**config.mk**
```make
export PLATFORM = sky130hd
export DESIGN_NAME = osd_mam_arbiter
export DESIGN_NICKNAME = d
export VERILOG_FILES = /design/src/rtl/osd_mam_arbiter.sv
export SDC_FILE = /design/constraint.sdc
export NUM_CORES = 1
export LEC_CHECK = 0
export CORE_MARGIN = 5
export CORE_UTILIZATION = 33
export DETAILED_ROUTE_END_ITERATION = 8
export HOLD_SLACK_MARGIN = 0.06
export PLACE_DENSITY_LB_ADDON = 0.15
export SLEW_MARGIN = 20
export SYNTH_ARGS = -nofsm -noshare
export SYNTH_HDL_FRONTEND = slang
export SYNTH_SLANG_ARGS = --single-unit
```
**constraint.sdc**
```tcl
create_clock -name clk -period 3.69 [get_ports clk]
set_clock_uncertainty 0.15 [all_clocks]
set_input_delay 0.5535 -clock clk [delete_from_list [all_inputs] [get_ports clk]]
set_output_delay 0.5535 -clock clk [all_outputs]
set_load 0.05 [all_outputs]
```
**src/rtl/osd_mam_arbiter.sv**
```systemverilog
// osd_mam_arbiter: round-robin arbiter that lets PORTS requesters share one memory port.
// A granted port owns the memory from request handshake through its final data beat.
module osd_mam_arbiter #(
    parameter int DATA_WIDTH = 16,
    parameter int ADDR_WIDTH = 32,
    parameter int PORTS = 2,
    localparam int GW = $clog2(PORTS),
    localparam int SW = DATA_WIDTH / 8
) (
    input  logic                    clk,
    input  logic                    rst,
    input  logic [PORTS-1:0]        in_req_valid,
    output logic [PORTS-1:0]        in_req_ready,
    input  logic [PORTS-1:0]        in_req_rw,
    input  logic [PORTS-1:0]        in_req_burst,
    input  logic [PORTS*ADDR_WIDTH-1:0] in_req_addr,
    input  logic [PORTS*14-1:0]     in_req_beats,
    input  logic [PORTS-1:0]        in_write_valid,
    output logic [PORTS-1:0]        in_write_ready,
    input  logic [PORTS*DATA_WIDTH-1:0] in_write_data,
    input  logic [PORTS*SW-1:0]     in_write_strb,
    output logic [PORTS-1:0]        in_read_valid,
    input  logic [PORTS-1:0]        in_read_ready,
    output logic [DATA_WIDTH-1:0]   in_read_data,
    output logic                    out_req_valid,
    output logic                    out_req_rw,
    output logic                    out_req_burst,
    input  logic                    out_req_ready,
    output logic [ADDR_WIDTH-1:0]   out_req_addr,
    output logic [13:0]             out_req_beats,
    output logic                    out_write_valid,
    output logic [DATA_WIDTH-1:0]   out_write_data,
    output logic [SW-1:0]           out_write_strb,
    input  logic                    out_write_ready,
    input  logic                    out_read_valid,
    input  logic [DATA_WIDTH-1:0]   out_read_data,
    output logic                    out_read_ready,
    output logic                    busy,
    output logic [GW-1:0]           grant
);
    typedef enum logic [1:0] {S_IDLE, S_REQ, S_DATA} state_t;
    state_t          r_state, w_next;
    logic [GW-1:0]   r_grant, r_last_grant, w_pick;
    logic [13:0]     r_cnt, w_load;
    logic            r_rw, w_found, w_req_hs, w_beat_hs;
    assign busy   = r_state != S_IDLE;
    assign grant  = r_grant;
    assign w_load = in_req_burst[r_grant] ? in_req_beats[r_grant*14 +: 14] : 14'd1;
    // first requester found scanning upward from the port after the last winner
    always_comb begin
        logic [GW-1:0] w_idx;
        w_idx   = '0;
        w_pick  = r_last_grant;
        w_found = 1'b0;
        for (int i = 1; i <= PORTS; i++) begin
            w_idx = GW'((int'(r_last_grant) + i) % PORTS);
            if (!w_found && in_req_valid[w_idx]) begin
                w_pick  = w_idx;
                w_found = 1'b1;
            end
        end
    end
    always_comb begin
        w_next          = r_state;
        w_req_hs        = 1'b0;
        w_beat_hs       = 1'b0;
        in_req_ready    = '0;
        in_write_ready  = '0;
        in_read_valid   = '0;
        in_read_data    = '0;
        out_req_valid   = 1'b0;
        out_req_rw      = 1'b0;
        out_req_burst   = 1'b0;
        out_req_addr    = '0;
        out_req_beats   = '0;
        out_write_valid = 1'b0;
        out_write_data  = '0;
        out_write_strb  = '0;
        out_read_ready  = 1'b0;
        case (r_state)
            S_IDLE: w_next = w_found ? S_REQ : S_IDLE;
            S_REQ: begin
                out_req_valid          = in_req_valid[r_grant];
                out_req_rw             = in_req_rw[r_grant];
                out_req_burst          = in_req_burst[r_grant];
                out_req_addr           = in_req_addr[r_grant*ADDR_WIDTH +: ADDR_WIDTH];
                out_req_beats          = in_req_beats[r_grant*14 +: 14];
                in_req_ready[r_grant]  = out_req_ready;
                w_req_hs               = out_req_valid & out_req_ready;
                if (w_req_hs)
                    w_next = (w_load == 14'd0) ? S_IDLE : S_DATA;
            end
            S_DATA: begin
                if (r_rw) begin
                    out_write_valid         = in_write_valid[r_grant];
                    out_write_data          = in_write_data[r_grant*DATA_WIDTH +: DATA_WIDTH];
                    out_write_strb          = in_write_strb[r_grant*SW +: SW];
                    in_write_ready[r_grant] = out_write_ready;
                    w_beat_hs               = out_write_valid & out_write_ready;
                end else begin
                    in_read_valid[r_grant] = out_read_valid;
                    in_read_data           = out_read_data;
                    out_read_ready         = in_read_ready[r_grant];
                    w_beat_hs              = out_read_valid & out_read_ready;
                end
                if (w_beat_hs && r_cnt == 14'd1)
                    w_next = S_IDLE;
            end
            default: w_next = S_IDLE;
        endcase
    end
    always_ff @(posedge clk) begin
        if (rst) begin
            r_state      <= S_IDLE;
            r_last_grant <= GW'(PORTS - 1);
            r_grant      <= '0;
            r_cnt        <= '0;
            r_rw         <= 1'b0;
        end else begin
            r_state <= w_next;
            if (r_state == S_IDLE && w_found) begin
                r_grant      <= w_pick;
                r_last_grant <= w_pick;
            end
            if (w_req_hs) begin
                r_rw  <= in_req_rw[r_grant];
                r_cnt <= w_load;
            end
            if (w_beat_hs)
                r_cnt <= r_cnt - 14'd1;
        end
    end
endmodule

```
==> run metrics <==
total negative setup slack 0 ns; cell types with the largest area share after synthesis mux2i_1 28%, dfxtp_1 15%, nor2_1 14%; main combinational cell family by area after synthesis simple AND/OR/NAND/NOR gates; mux cell area share after synthesis 30.4%; path class of the lowest-slack min-delay path flip-flop to flip-flop; number of nets still failing antenna checks after routing 0; Post-Synth XOR/XNOR Area 0%; cell area after synthesis 2530 sq um; clock tree from TritonCTS done; detailed-routing iteration count for the pre-antenna-repair pass 4; number of buffers on the longest clock path 2; WL per Instance 19.6 um; area of the core 7610 sq um; Antenna diodes 0; slew at the pin with the worst max-slew slack 0.949 ns; detail-routed via count per cell 5.08; detailed-route via count 3484; vias in the first global route 3585; EDFF count, synth 0; Top Family by Delay on Critical Path simple AND/OR/NAND/NOR gates; Bufs and invs on worst path 1; start point of the worst min-delay path r_last_grant; Cell variety after synth 50; number of clock sinks seen by CTS 19; total wirelength of the detailed-routed design ~13 mm; Die Ht ~98 um; peak per-stage delay on the critical path ~0.81 ns; worst path required time ~3 ns; clk root buf clkbuf_8; fin. max-slew vios 0; Layout Nets 746; end of the worst register-to-register path r_cnt[0]; post-layout minimum cycle time 3.25 ns; GRT Overall Usage 26.8%; area fraction in compound gates after synthesis about an eighth; global-route wire length before repair 20.6 mm; Register-to-Register Setup Slack 1.15 ns; total DRC errors in the routed layout 0; fill cell total of the finished layout between 600 and 700; simple-gate share of the synthesized area between 30% and 40%; post-synthesis adder-cell area fraction 0.990%; relative max-transition margin 36.7%; fin crit share 88.1%; top cells by instance count after synthesis 97 x nor2_1, 71 x mux2i_1, 19 x dfxtp_1, 16 x and2_1, 13 x buf_2; clock buffer count from CTS 3; total of endpoints with negative setup slack in the final report 0; FMAX 308 MHz; clock transition at the registers of the reported paths 0.07 ns; CP Cell Sequence nand2b_1, nor2_1, and2_1, clkdlybuf4s50_1; area share of the largest cell type after synthesis around 28%; hpwl dp 11.5 mm; syn_nets 511; run status finished, final reports clean; power density over cell area 223 nW/um^2; standard-cell rows 32; Synth Flop Type dfxtp_1; count of max-cap constraint violations 0; peak ir drop on the vdd network 0.340 mV; share of layout cells above drive strength 1 3.77%; CP Max Fanout 16; initial antenna violation count 0; remaining global-route overflow 0; most frequent cell after synthesis nor2_1; quantity of I/O buffers inserted on ports 251; r2r startpoint grant; post-synthesis to final-layout area growth 103%; die outline area 9510 sq um; Boundary Pins about 250; Setup Crit Path Kind flip-flop to output pin; utilization after layout about two thirds; final weighted congestion of routability-driven global placement 0.952; largest area contributor in the synthesized netlist mux2i_1; share of synthesized flip-flops with an asynchronous set or reset 0%; maximum number of pins on one net before global-route repair 50; flip-flop and latch count after synthesis 19; slowest cell on the critical path clkdlybuf4s50_1; Synth Instances 350; total leakage power 1.86 nW; endpoints failing hold 0; Setup Fix Bufs, Post-CTS 0; Worst EP arrival 2.55 ns; Mapped Avg Cell Area slightly above 7 sq um; Post-CTS Hold Fix Bufs 0; Initial Utilization 33.2%; number of cells traversed by the worst register-to-register path 5; Worst Hold Path Cells 1; H-tree depth 1; end of the worst hold path r_last_grant; sequential fraction of the synthesis area 15.0%; Die Wd 97.5 um; count of warnings emitted by yosys 0; setup repair after global routing missed its margin false; CP endpoint kind output pin; clock insertion delay at the later pin of the skew report about 0.25 ns; number of gates given a new drive strength after cts 0; startpoint class of the critical path flip-flop; DR iter-0 viols between 70 and 80
[state kept, by name, indices dropped and copies added, names as in the netlist]
signal and count:
r_last_grant 1, r_cnt 14, r_state 2, grant 1, r_rw 1
[through the flow]
stage / hold WS [ns] / cells / worst slack (ns) / total power [W] / instance area (sq um)
2_1_floorplan: 0.309 / 350 / 0.617 / 0.000671 / 2530
3_3_place_gp: 0.320 / 682 / 0.717 / 0.000992 / 5090
3_5_place_dp: 0.337 / 682 / 0.730 / 0.00100 / 5090
4_1_cts: 0.354 / 686 / 0.454 / 0.00115 / 5130
5_1_grt: 0.392 / 686 / 0.243 / 0.00120 / 5130
6_report: 0.361 / 686 / 0.440 / 0.00115 / 5130
[report_power, final]
group          switching (W)  internal (W)
clock network      0.0000711     0.0000768
logic               0.000401      0.000349
registers          0.0000317      0.000218
total               0.000503      0.000643
[metal layers]
metal | track usage (%) | vias up | wire length [um] | part of all wire (%)
met3 | 6.46 | 20 | 947 | 7.0
met2 | 51.7 | 148 | 7180 | 53
li1 | - | 1715 | - | -
met4 | 6.18 | 0 | 358 | 2.7
met1 | 29.2 | 1601 | 4980 | 37
met5 | 0 | - | 0 | 0
[cell type report]
cell class	instances	area [sq um]	area share, %
Tap cell	102	128	2.49
Clock buffer	4	45.0	0.877
Multi-Input combinational cell	294	1980	38.6
Inverter	10	37.5	0.731
Timing Repair Buffer	257	2560	49.8
Sequential cell	19	384	7.48
[cells by family (layout without fill, tap and decap cells)]
kind of cell             after synthesis  after routing
adder cells (fa/ha/maj)                2              2
flip-flops                            19             19
buffers and inverters                 37            271
AND/OR/NAND/NOR                      179            179
multiplexers                          76             76
AO/OA/AOI/OAI                         37             37
[worst max-delay path by stage]
stage / from / to / slack [ns] / depth (start not counted)
after detailed placement: in_read_ready[1] / out_read_ready / 0.73 / 4
after floorplan: grant / out_req_addr[0] / 0.62 / 6
final: r_state[1] / in_read_data[15] / 0.44 / 4
after global routing: r_state[1] / in_read_data[3] / 0.24 / 4
after CTS: r_state[1] / out_req_addr[6] / 0.45 / 3
after global placement: in_read_ready[1] / out_read_ready / 0.72 / 4
[cells in the final DEF, fill, tap and decap left out, types with 3 or more instances in the layout]
cell and count:
buf_4 6, a21oi_1 6, or2_2 4, nand4_1 4, or3_1 4, a31oi_1 5
mux2i_1 71, mux2_1 3, nand2_1 7, nor2_1 97, dfxtp_1 18, nor4_1 6
clkdlybuf4s50_1 251, inv_1 10, clkbuf_8 3, nand2b_1 8, nand3_1 7, and2_1 16
nor4b_1 3, o211a_1 4, nor3_1 9
(Power assumes the default switching activity.)
